**config.mk**
```make
export PLATFORM = sky130hd
export DESIGN_NAME = mem_stage_lsu
export DESIGN_NICKNAME = d
export VERILOG_FILES = /design/src/rtl/mem_stage_lsu.sv
export SDC_FILE = /design/constraint.sdc
export NUM_CORES = 1
export LEC_CHECK = 0
export BUFFER_PORTS_ARGS = -buffer_cell sky130_fd_sc_hd__buf_2
export CAP_MARGIN = 20
export CELL_PAD_IN_SITES_DETAIL_PLACEMENT = 1
export CELL_PAD_IN_SITES_GLOBAL_PLACEMENT = 2
export CORE_MARGIN = 10
export CORE_UTILIZATION = 34
export DETAILED_ROUTE_END_ITERATION = 16
export GPL_TIMING_DRIVEN = 0
export PLACE_DENSITY = 0.95
export SETUP_SLACK_MARGIN = 0.05
export SYNTH_ARGS = -nofsm -noshare
export SYNTH_HDL_FRONTEND = slang
export SYNTH_SLANG_ARGS = --single-unit
```
**constraint.sdc**
```tcl
create_clock -name clk -period 2.99 [get_ports clk]
set_input_delay 0.299 -clock clk [delete_from_list [all_inputs] [get_ports clk]]
set_output_delay 0.299 -clock clk [all_outputs]
set_load 0.03 [all_outputs]
```
**src/rtl/mem_stage_lsu.sv**
```systemverilog
// mem_stage_lsu -- load/store unit for the memory-access stage.
//
// Takes the ALU result from execute. For memory ops it is the effective
// address; otherwise it is the writeback value. The unit runs a
// req/gnt/rvalid handshake with data memory. It aligns store data into byte
// lanes, generates write strobes, and sign/zero-extends load data. Each
// accepted instruction produces exactly one registered writeback beat.
//
// Ports
//   clk, rstn                  clock, asynchronous active-low reset
//   ex_valid / ex_ready        execute handshake (ready == state IDLE)
//   ex_alu_res, ex_mem_op      address-or-data, memory op code
//   ex_st_data, ex_rd, ex_we   store source, destination reg, reg write enable
//   dm_req/addr/wstrb/wdata    registered memory request
//   dm_gnt, dm_rvalid, dm_rdata memory grant and load response
//   wb_valid/we/rd/data/ale    registered writeback beat, ale = misaligned
module mem_stage_lsu (
   input  logic        clk,
   input  logic        rstn,
   input  logic        ex_valid,
   output logic        ex_ready,
   input  logic [31:0] ex_alu_res,
   input  logic [3:0]  ex_mem_op,
   input  logic [31:0] ex_st_data,
   input  logic [4:0]  ex_rd,
   input  logic        ex_we,
   output logic        dm_req,
   output logic [31:0] dm_addr,
   output logic [3:0]  dm_wstrb,
   output logic [31:0] dm_wdata,
   input  logic        dm_gnt,
   input  logic        dm_rvalid,
   input  logic [31:0] dm_rdata,
   output logic        wb_valid,
   output logic        wb_we,
   output logic [4:0]  wb_rd,
   output logic [31:0] wb_data,
   output logic        wb_ale
);

   typedef enum logic [1:0] {S_IDLE, S_REQ, S_WAIT} state_t;

   localparam logic [1:0] SZ_B = 2'd0;
   localparam logic [1:0] SZ_H = 2'd1;
   localparam logic [1:0] SZ_W = 2'd2;

   state_t      state_reg;
   logic [31:0] addr_reg;
   logic [4:0]  rd_reg;
   logic        we_reg;
   logic        load_reg;
   logic [1:0]  size_reg;
   logic        sext_reg;

   // Decode of the incoming op
   logic        dec_load;
   logic        dec_store;
   logic [1:0]  dec_size;
   logic        dec_sext;
   logic        dec_mem;
   logic        dec_misaligned;

   always_comb begin
      dec_load  = 1'b0;
      dec_store = 1'b0;
      dec_size  = SZ_B;
      dec_sext  = 1'b0;
      case (ex_mem_op)
         4'b1000: begin dec_load  = 1'b1; dec_size = SZ_B; dec_sext = 1'b1; end
         4'b1001: begin dec_load  = 1'b1; dec_size = SZ_H; dec_sext = 1'b1; end
         4'b1010: begin dec_load  = 1'b1; dec_size = SZ_W;                  end
         4'b1100: begin dec_load  = 1'b1; dec_size = SZ_B;                  end
         4'b1101: begin dec_load  = 1'b1; dec_size = SZ_H;                  end
         4'b0100: begin dec_store = 1'b1; dec_size = SZ_B;                  end
         4'b0101: begin dec_store = 1'b1; dec_size = SZ_H;                  end
         4'b0110: begin dec_store = 1'b1; dec_size = SZ_W;                  end
         default: begin dec_load  = 1'b0; dec_store = 1'b0;                end
      endcase
   end

   assign dec_mem        = dec_load | dec_store;
   assign dec_misaligned = ((dec_size == SZ_H) && ex_alu_res[0]) ||
                           ((dec_size == SZ_W) && (ex_alu_res[1:0] != 2'b00));

   // Per-lane strobe and store data. Halves replicate across the two halfword
   // lanes, and bytes replicate across all four lanes, so memory can pick any
   // lane selected by the strobe.
   logic [3:0]  st_strb;
   logic [31:0] st_wdata;

   genvar gi;
   generate
      for (gi = 0; gi < 4; gi++) begin : g_lane
         assign st_strb[gi] = (dec_size == SZ_W) ||
                              ((dec_size == SZ_H) && (ex_alu_res[1] == 1'(gi / 2))) ||
                              ((dec_size == SZ_B) && (ex_alu_res[1:0] == 2'(gi)));
         assign st_wdata[8*gi +: 8] = (dec_size == SZ_W) ? ex_st_data[8*gi +: 8] :
                                      (dec_size == SZ_H) ? ex_st_data[8*(gi % 2) +: 8] :
                                                           ex_st_data[7:0];
      end
   endgenerate

   // Load extraction uses the latched address offset and the live response word
   logic [7:0]  ld_byte;
   logic [15:0] ld_half;
   logic [31:0] ld_value;

   assign ld_byte = dm_rdata[{addr_reg[1:0], 3'b000} +: 8];
   assign ld_half = dm_rdata[{addr_reg[1], 4'b0000} +: 16];

   always_comb begin
      ld_value = dm_rdata;
      case (size_reg)
         SZ_B:    ld_value = {{24{sext_reg & ld_byte[7]}}, ld_byte};
         SZ_H:    ld_value = {{16{sext_reg & ld_half[15]}}, ld_half};
         default: ld_value = dm_rdata;
      endcase
   end

   assign ex_ready = (state_reg == S_IDLE);

   always_ff @(posedge clk or negedge rstn) begin
      if (!rstn) begin
         state_reg <= S_IDLE;
         addr_reg  <= '0;
         rd_reg    <= '0;
         we_reg    <= 1'b0;
         load_reg  <= 1'b0;
         size_reg  <= SZ_B;
         sext_reg  <= 1'b0;
         dm_req    <= 1'b0;
         dm_addr   <= '0;
         dm_wstrb  <= '0;
         dm_wdata  <= '0;
         wb_valid  <= 1'b0;
         wb_we     <= 1'b0;
         wb_rd     <= '0;
         wb_data   <= '0;
         wb_ale    <= 1'b0;
      end else begin
         // The beat is a single-cycle pulse. The other wb_* outputs hold.
         wb_valid <= 1'b0;
         case (state_reg)
            S_IDLE: begin
               if (ex_valid) begin
                  addr_reg <= ex_alu_res;
                  rd_reg   <= ex_rd;
                  we_reg   <= ex_we;
                  load_reg <= dec_load;
                  size_reg <= dec_size;
                  sext_reg <= dec_sext;
                  if (!dec_mem) begin
                     wb_valid <= 1'b1;
                     wb_we    <= ex_we;
                     wb_rd    <= ex_rd;
                     wb_data  <= ex_alu_res;
                     wb_ale   <= 1'b0;
                  end else if (dec_misaligned) begin
                     // Faulting access never reaches memory; report the address
                     wb_valid <= 1'b1;
                     wb_we    <= 1'b0;
                     wb_rd    <= ex_rd;
                     wb_data  <= ex_alu_res;
                     wb_ale   <= 1'b1;
                  end else begin
                     state_reg <= S_REQ;
                     dm_req    <= 1'b1;
                     dm_addr   <= {ex_alu_res[31:2], 2'b00};
                     dm_wstrb  <= dec_store ? st_strb : 4'b0000;
                     dm_wdata  <= dec_store ? st_wdata : 32'h0;
                  end
               end
            end
            S_REQ: begin
               if (dm_gnt) begin
                  dm_req <= 1'b0;
                  if (load_reg) begin
                     state_reg <= S_WAIT;
                  end else begin
                     state_reg <= S_IDLE;
                     wb_valid  <= 1'b1;
                     wb_we     <= 1'b0;
                     wb_rd     <= rd_reg;
                     wb_data   <= addr_reg;
                     wb_ale    <= 1'b0;
                  end
               end
            end
            S_WAIT: begin
               if (dm_rvalid) begin
                  state_reg <= S_IDLE;
                  wb_valid  <= 1'b1;
                  wb_we     <= we_reg;
                  wb_rd     <= rd_reg;
                  wb_data   <= ld_value;
                  wb_ale    <= 1'b0;
               end
            end
            default: state_reg <= S_IDLE;
         endcase
      end
   end

endmodule

```
==> metrics.txt, run 1 <==
status=complete, no violations; Yosys top cell area share=51.2%; area share of and/or/nand/nor cells after synthesis=11.2%; Pre-Repair DR Iteration Count=6; # resized after CTS=0; Mapped Area=7390 µm²; starting density of the core=34.8%; antenna-violating nets left=0; library cells used by synthesis=50; critical path required time=3310 ps; Final Hold Vio Count=0; Area growth, synth to finish=28.0%; synth top area cells=dfrtp_1, mux2_2, nand2_1; worst hold path type=in -> reg; Multi-input gate area=3260 µm²; crit-path cells=inv_1, ha_1, and2_1, clkbuf_1, nand2_1, buf_2, mux2_2; most frequent cells in the layout=buf_2, dfrtp_1, nand2_1; clock slew at reported path FFs=70 ps; Post-Synth XOR/XNOR Area=0.119%; worst-margin pin slew=902 ps; Synth Register Bits=151; PwrDens=1190 nW/µm²; vias per cell=5.35; Seq/Total Area, Yosys=51.2%; top_reg_cell synth=dfrtp_1; CTS Root Cell=clkbuf_16; die span in y=167 µm; largest stage delay on the critical path=430 ps; DP Worst Slack=291 ps; most common cell after layout, fill and taps aside=buf_2; hold_buf cts=1; Final Setup Violations=0; Core Area=21200 µm²; layout cell share with drive strength beyond 1=35.0%; CP bufs+invs=3; wire per inst=22.0 µm; Setup crit start kind=register; placed cell areas=8860 µm²; setup TNS=0 ps; gr usage total=19.2%; Final Skew=14.7 ps; met1 GRT Util=22.7%; CTS tree=done; First DRT Iteration DRCs=514; worst hold slack=119 ps; GRT overflow=0; Tcrit/Tclk final=89.1%; slack of the critical path=326 ps; GR Util met2=33.3%; CTS Buf Count=17; DR DRC count=0; busiest layer in global routing=met2; max-cap violations=0; Yosys Warn Count=0; cells after synthesis=719; # clock sinks=151; Slew HR=39.6%; number of flops mapped to enable cells by yosys=0; largest family of logic cells by synthesized area=compound AO/OA/AOI/OAI gates; mux contribution to synthesized area=13.7%; RSZ-0062 raised after global routing=false; overall power=11.3 mW; DR vias=6698; # rows=53; dpl hpwl=21000 µm; Final GP Congestion=0.863; fin cells=1253; CP Class=reg -> reg; Slowest cell on crit path=clkbuf_1; Ports=221; Peak VDD IR=0.000480 V; Top delay family on crit path=buffers and inverters; Synth Area per Inst=10.3 µm²; leakage power figure=4.54 nW; post-synthesis adder-cell area fraction=0.678%; fraction of registers with async set/reset=100%; final-layout fill cell count=2495; Max Slew Vio Count=0; fin area=9460 µm²; DP Cell Count=1214; vias in the first global route=7262; Compound-Gate Fraction of Synth Area=18.4%; H-tree depth=4; final WL=27600 µm; die area=28000 µm²; final core utilization=44.6%; largest net degree at the start of global routing=98; post-CTS setup buffers=0; fmax=375 MHz; die width=167 µm; first-pass GRT wire length=42500 µm; worst skew pair latency=440 ps; Sequential cell area=3780 µm²; post-synth top area cell=dfrtp_1; Final nets=1074; Max clock buf depth=2; initial antenna violation count=6; CP arrival=2980 ps; global-route track usage on met3=4.24%; number of port buffers=218; Crit Path Max Fanout=10; crit path time final=2660 ps; CP Capture Type=register
-- final cells by class --
type / instances / share of cell area (%)
Sequential cell: 151 / 40.0
Multi-Input combinational cell: 492 / 34.5
Timing Repair Buffer: 220 / 12.0
Clock buffer: 18 / 4.54
Tap cell: 275 / 3.64
Buffer: 56 / 2.85
Clock inverter: 14 / 1.47
Inverter: 21 / 0.834
Antenna cell: 6 / 0.159
-- routing by layer --
layer	vias up	part of all wire, %
li1	3070	-
met1	3399	42
met2	190	51
met3	39	4.8
met4	0	2.6
met5	-	0
-- power by group --
part | leakage, nW | internal (mW) | switching [mW]
Clock | 0.274 | 1.10 | 0.986
Sequential | 1.88 | 2.94 | 0.454
Combinational | 2.39 | 1.99 | 3.80
-- synth_stat cells (8+ instances only) --
cell type,n
a31oi_1,10
o31ai_1,24
dfrtp_1,151
mux2i_1,23
nor2_1,73
clkbuf_1,36
buf_2,8
o21ai_1,22
a21oi_1,31
inv_1,19
mux2_2,68
o21ai_0,38
a221oi_1,8
nand2_1,87
a21o_1,13
a211oi_1,8
a222oi_1,17
o211ai_1,9
-- path summary, 6_finish.rpt --
path | startpoint | endpoint | slack, ps | depth (start not counted)
setup / recovery | state_reg[0]$_DFFE_PN0P_ | dm_addr[14]$_DFFE_PN0P_ | 330 | 7
hold / removal | ex_rd[4] | rd_reg[4]$_DFFE_PN0P_ | 120 | 2
setup reg to reg | state_reg[0]$_DFFE_PN0P_ | dm_addr[14]$_DFFE_PN0P_ | 330 | 7
hold reg to reg | dm_wdata[31]$_DFFE_PN0P_ | dm_wdata[31]$_DFFE_PN0P_ | 480 | 2
max in group asynchronous | rstn | wb_data[13]$_DFFE_PN0P_ | 1770 | 3
min in group asynchronous | rstn | dm_wdata[17]$_DFFE_PN0P_ | 360 | 2
-- worst reg2reg max path, stage by stage, from the launching register on --
cell and delay (ps):
dfrtp_1 420, inv_1 100, ha_1 310, and2_1 170
clkbuf_1 430, nand2_1 430, buf_2 380, mux2_2 320
-- logic make-up (layout without fill, tap and decap cells) --
kind of cell | after synthesis | count (layout)
multiplexers | 92 | 92
other | 1 | 8
XOR/XNOR | 1 | 1
AND/OR/NAND/NOR | 192 | 192
AO/OA/AOI/OAI | 201 | 201
flip-flops | 151 | 151
buffers and inverters | 77 | 329
adder cells (fa/ha/maj) | 4 | 4
No activity file was read; power rests on OpenSTA's default activity.
==> inputs of run 2 (changes only) <==
--- a/config.mk
+++ b/config.mk
@@ -5,15 +5,16 @@
 export SDC_FILE = /design/constraint.sdc
 export NUM_CORES = 1
 export LEC_CHECK = 0
+export ABC_AREA = 1
 export BUFFER_PORTS_ARGS = -buffer_cell sky130_fd_sc_hd__buf_2
-export CAP_MARGIN = 20
 export CELL_PAD_IN_SITES_DETAIL_PLACEMENT = 1
 export CELL_PAD_IN_SITES_GLOBAL_PLACEMENT = 2
 export CORE_MARGIN = 10
-export CORE_UTILIZATION = 34
+export CORE_UTILIZATION = 31
 export DETAILED_ROUTE_END_ITERATION = 16
 export GPL_TIMING_DRIVEN = 0
 export PLACE_DENSITY = 0.95
+export RECOVER_POWER = 25
 export SETUP_SLACK_MARGIN = 0.05
 export SYNTH_ARGS = -nofsm -noshare
 export SYNTH_HDL_FRONTEND = slang
==> run 2 against run 1 <==
  * The flow now finishes with violations (max-capacitance violations, max-slew violations)
  * Final cell count is 31% higher
  * Combinational power increased by 9.0%
  * Total power is 6.8% higher
  * Synthesized cell count is 49% higher
  * Global-route usage decreased by 0.19 points
  * Utilization fell by 4.3 points
  * Non-clock buffer count up 6
==> metrics.txt, run 2 <==
reg-to-reg slack, setup=670 ps (+340 ps); layout cell share with drive strength beyond 1=21.3% (-14 points); Ports=221 (unchanged); Max Slew Vio Count=111 (+111); largest net degree at the start of global routing=111 (+13%); Yosys top cell area share=48.8% (-2.4 points); fin area=9860 µm² (+4.3%); number of port buffers=218 (unchanged); First DRT Iteration DRCs=469 (-8.8%); setup TNS=0 ps (unchanged); final WL=30100 µm (+9.1%); CP Capture Type=register; fraction of registers with async set/reset=100% (unchanged); clock slew at reported path FFs=70 ps (about the same); failing checks=max-capacitance violations, max-slew violations; max-cap violations=1 (+1); first-pass GRT wire length=46900 µm (+10%); initial antenna violation count=3 (-3); Peak VDD IR=0.000406 V (-15%); fmax=431 MHz (+15%); library cells used by synthesis=33 (-34%); post-CTS setup buffers=0 (unchanged); largest stage delay on the critical path=520 ps (+90 ps); gr usage total=19.1% (-0.19 points); crit-path cells=inv_1, ha_1, nand2_1, clkbuf_1, buf_1, nand2_1, o21ai_0; vias in the first global route=8365 (+15%); cells after synthesis=1068 (+49%); slack of the critical path=671 ps (+345 ps); top_reg_cell synth=dfrtp_1; worst-margin pin slew=1590 ps (+684 ps); Final Hold Vio Count=0 (unchanged); Slew HR=-5.73% (-45 points); worst hold slack=105 ps (-13.7 ps); number of flops mapped to enable cells by yosys=0 (unchanged); Mapped Area=7740 µm² (+4.9%); die width=178 µm (+6.4%); Final Setup Violations=0 (unchanged); Critical Path Sink=addr_reg[3]$_DFFE_PN0P_; CP bufs+invs=3 (unchanged); most common cell after layout, fill and taps aside=nand2_1; CP Class=reg -> reg; Area growth, synth to finish=27.3%; Synth Register Bits=151 (unchanged); reg2reg path depth=7 (unchanged); die area=31700 µm² (+13%); Yosys Warn Count=0 (unchanged); Max clock buf depth=2 (unchanged); crit path time final=2320 ps (-345 ps); GRT overflow=0 (unchanged); synth top area cells=dfrtp_1, nand2_1, nor2_1; RSZ-0062 raised after global routing=false; critical path required time=3340 ps (+30 ps); fin cells=1647 (+31%); Seq/Total Area, Yosys=48.8% (-2.4 points); dpl hpwl=23600 µm (+12%); Setup crit start kind=register; DP Cell Count=1612 (+33%); hold path depth=3 (+1); Slowest cell on crit path=buf_1; # rows=57 (+7.5%); Top cell by count, worst path=nand2_1; FF-to-FF Start=state_reg[0]$_DFFE_PN0P_; final-layout fill cell count=3203 (+28%); # clock sinks=151 (unchanged); Crit Path Max Fanout=10 (unchanged); CTS tree=done; leakage power figure=5.35 nW (+18%); starting density of the core=31.7% (-3.1 points); antenna-violating nets left=0 (unchanged); CP arrival=2670 ps (-310 ps); placed cell areas=9280 µm² (+4.7%); Final GP Congestion=0.911 (+5.6%); H-tree depth=4 (unchanged); top cells by count, synth=nand2_1, dfrtp_1, nor2_1; Worst R2R End=addr_reg[3]$_DFFE_PN0P_; wire per inst=18.3 µm (-17%); worst hold path type=in -> reg; Pre-Repair DR Iteration Count=5 (-1); CTS Root Cell=clkbuf_16; worst skew pair latency=440 ps (about the same); CP Depth=7 (unchanged); Final nets=1423 (+32%); hold_buf cts=1 (unchanged); die span in y=178 µm (+6.4%); DR vias=7848 (+17%); DP Worst Slack=691 ps (+400 ps); count leader, synth=nand2_1; Final Skew=13.4 ps (-1.24 ps); # resized after CTS=0 (unchanged); post-synth top area cell=dfrtp_1; vias per cell=4.77 (-11%); most frequent cells in the layout=nand2_1, buf_2, dfrtp_1; DR DRC count=0 (unchanged); Top delay family on crit path=buffers and inverters; status=finished, violations left; Setup crit start=state_reg[0]$_DFFE_PN0P_; Tcrit/Tclk final=77.6% (-12 points); Core Area=24500 µm² (+15%); CTS Buf Count=17 (unchanged); Synth Area per Inst=7.25 µm² (-29%); PwrDens=1220 nW/µm² (+2.4%)
[run 2: stage by stage]
| step | utilization [%] | power [mW] |
|---|---|---|
| floorplan | - | 7.72 |
| global placement | 37.8 | 9.66 |
| detailed placement | 37.9 | 9.85 |
| CTS | 40.5 | 12.2 |
| global route | 40.3 | 13.0 |
| finish | 40.3 | 12.0 |
[run 2: layout make-up]
cell class	count	area (µm²)	area share (%)
sequential	151	3780	38.3
multi-input combinational	789	3390	34.4
timing repair buffer	220	1080	11.0
clock buffer	17	425	4.32
tap	324	405	4.11
buffer	62	325	3.30
inverter	67	253	2.56
clock inverter	15	189	1.92
antenna	2	5.00	0.0508
[run 2: kinds of logic (layout without fill, tap and decap cells)]
group / Yosys count / count (layout) / synth area share, %
compound gates: 151 / 151 / 10.2
fa+ha+maj: 4 / 4 / 0.646
buf+inv: 129 / 381 / 7.46
flops: 151 / 151 / 48.8
other cells: 1 / 4 / 0.0484
simple gates: 632 / 632 / 32.9
[run 2: metal layers]
layer	share of wire, %	vias to the layer above	track usage [%]
li1	-	3831	-
met1	43	3757	23.4
met2	47	222	31.5
met3	7.7	36	5.84
met4	2.0	2	5.52
met5	0.023	-	0
[run 2: power breakdown]
| part | internal (mW) | switching (mW) | leakage [nW] |
|---|---|---|---|
| logic | 1.81 | 4.49 | 3.13 |
| registers | 2.93 | 0.478 | 1.92 |
| clock network | 1.33 | 0.978 | 0.290 |
| total | 6.08 | 5.95 | 5.35 |
[run 2: worst min path at each step]
| stage | slack (ps) | to | start |
|---|---|---|---|
| floorplan | 3 | addr_reg[0]$_DFFE_PN0P_ | rstn |
| global placement | 450 | dm_addr[10]$_DFFE_PN0P_ | dm_addr[10]$_DFFE_PN0P_ |
| detailed placement | 220 | wb_valid$_DFF_PN0_ | rstn |
| CTS | 80 | addr_reg[11]$_DFFE_PN0P_ | ex_alu_res[11] |
| global route | 100 | addr_reg[14]$_DFFE_PN0P_ | ex_alu_res[14] |
| finish | 100 | addr_reg[11]$_DFFE_PN0P_ | ex_alu_res[11] |
[run 2: tightest hold or removal path: cells and delay by family]
kind,cells,cell delay (ps)
buf+inv,1,100
simple gates,2,100
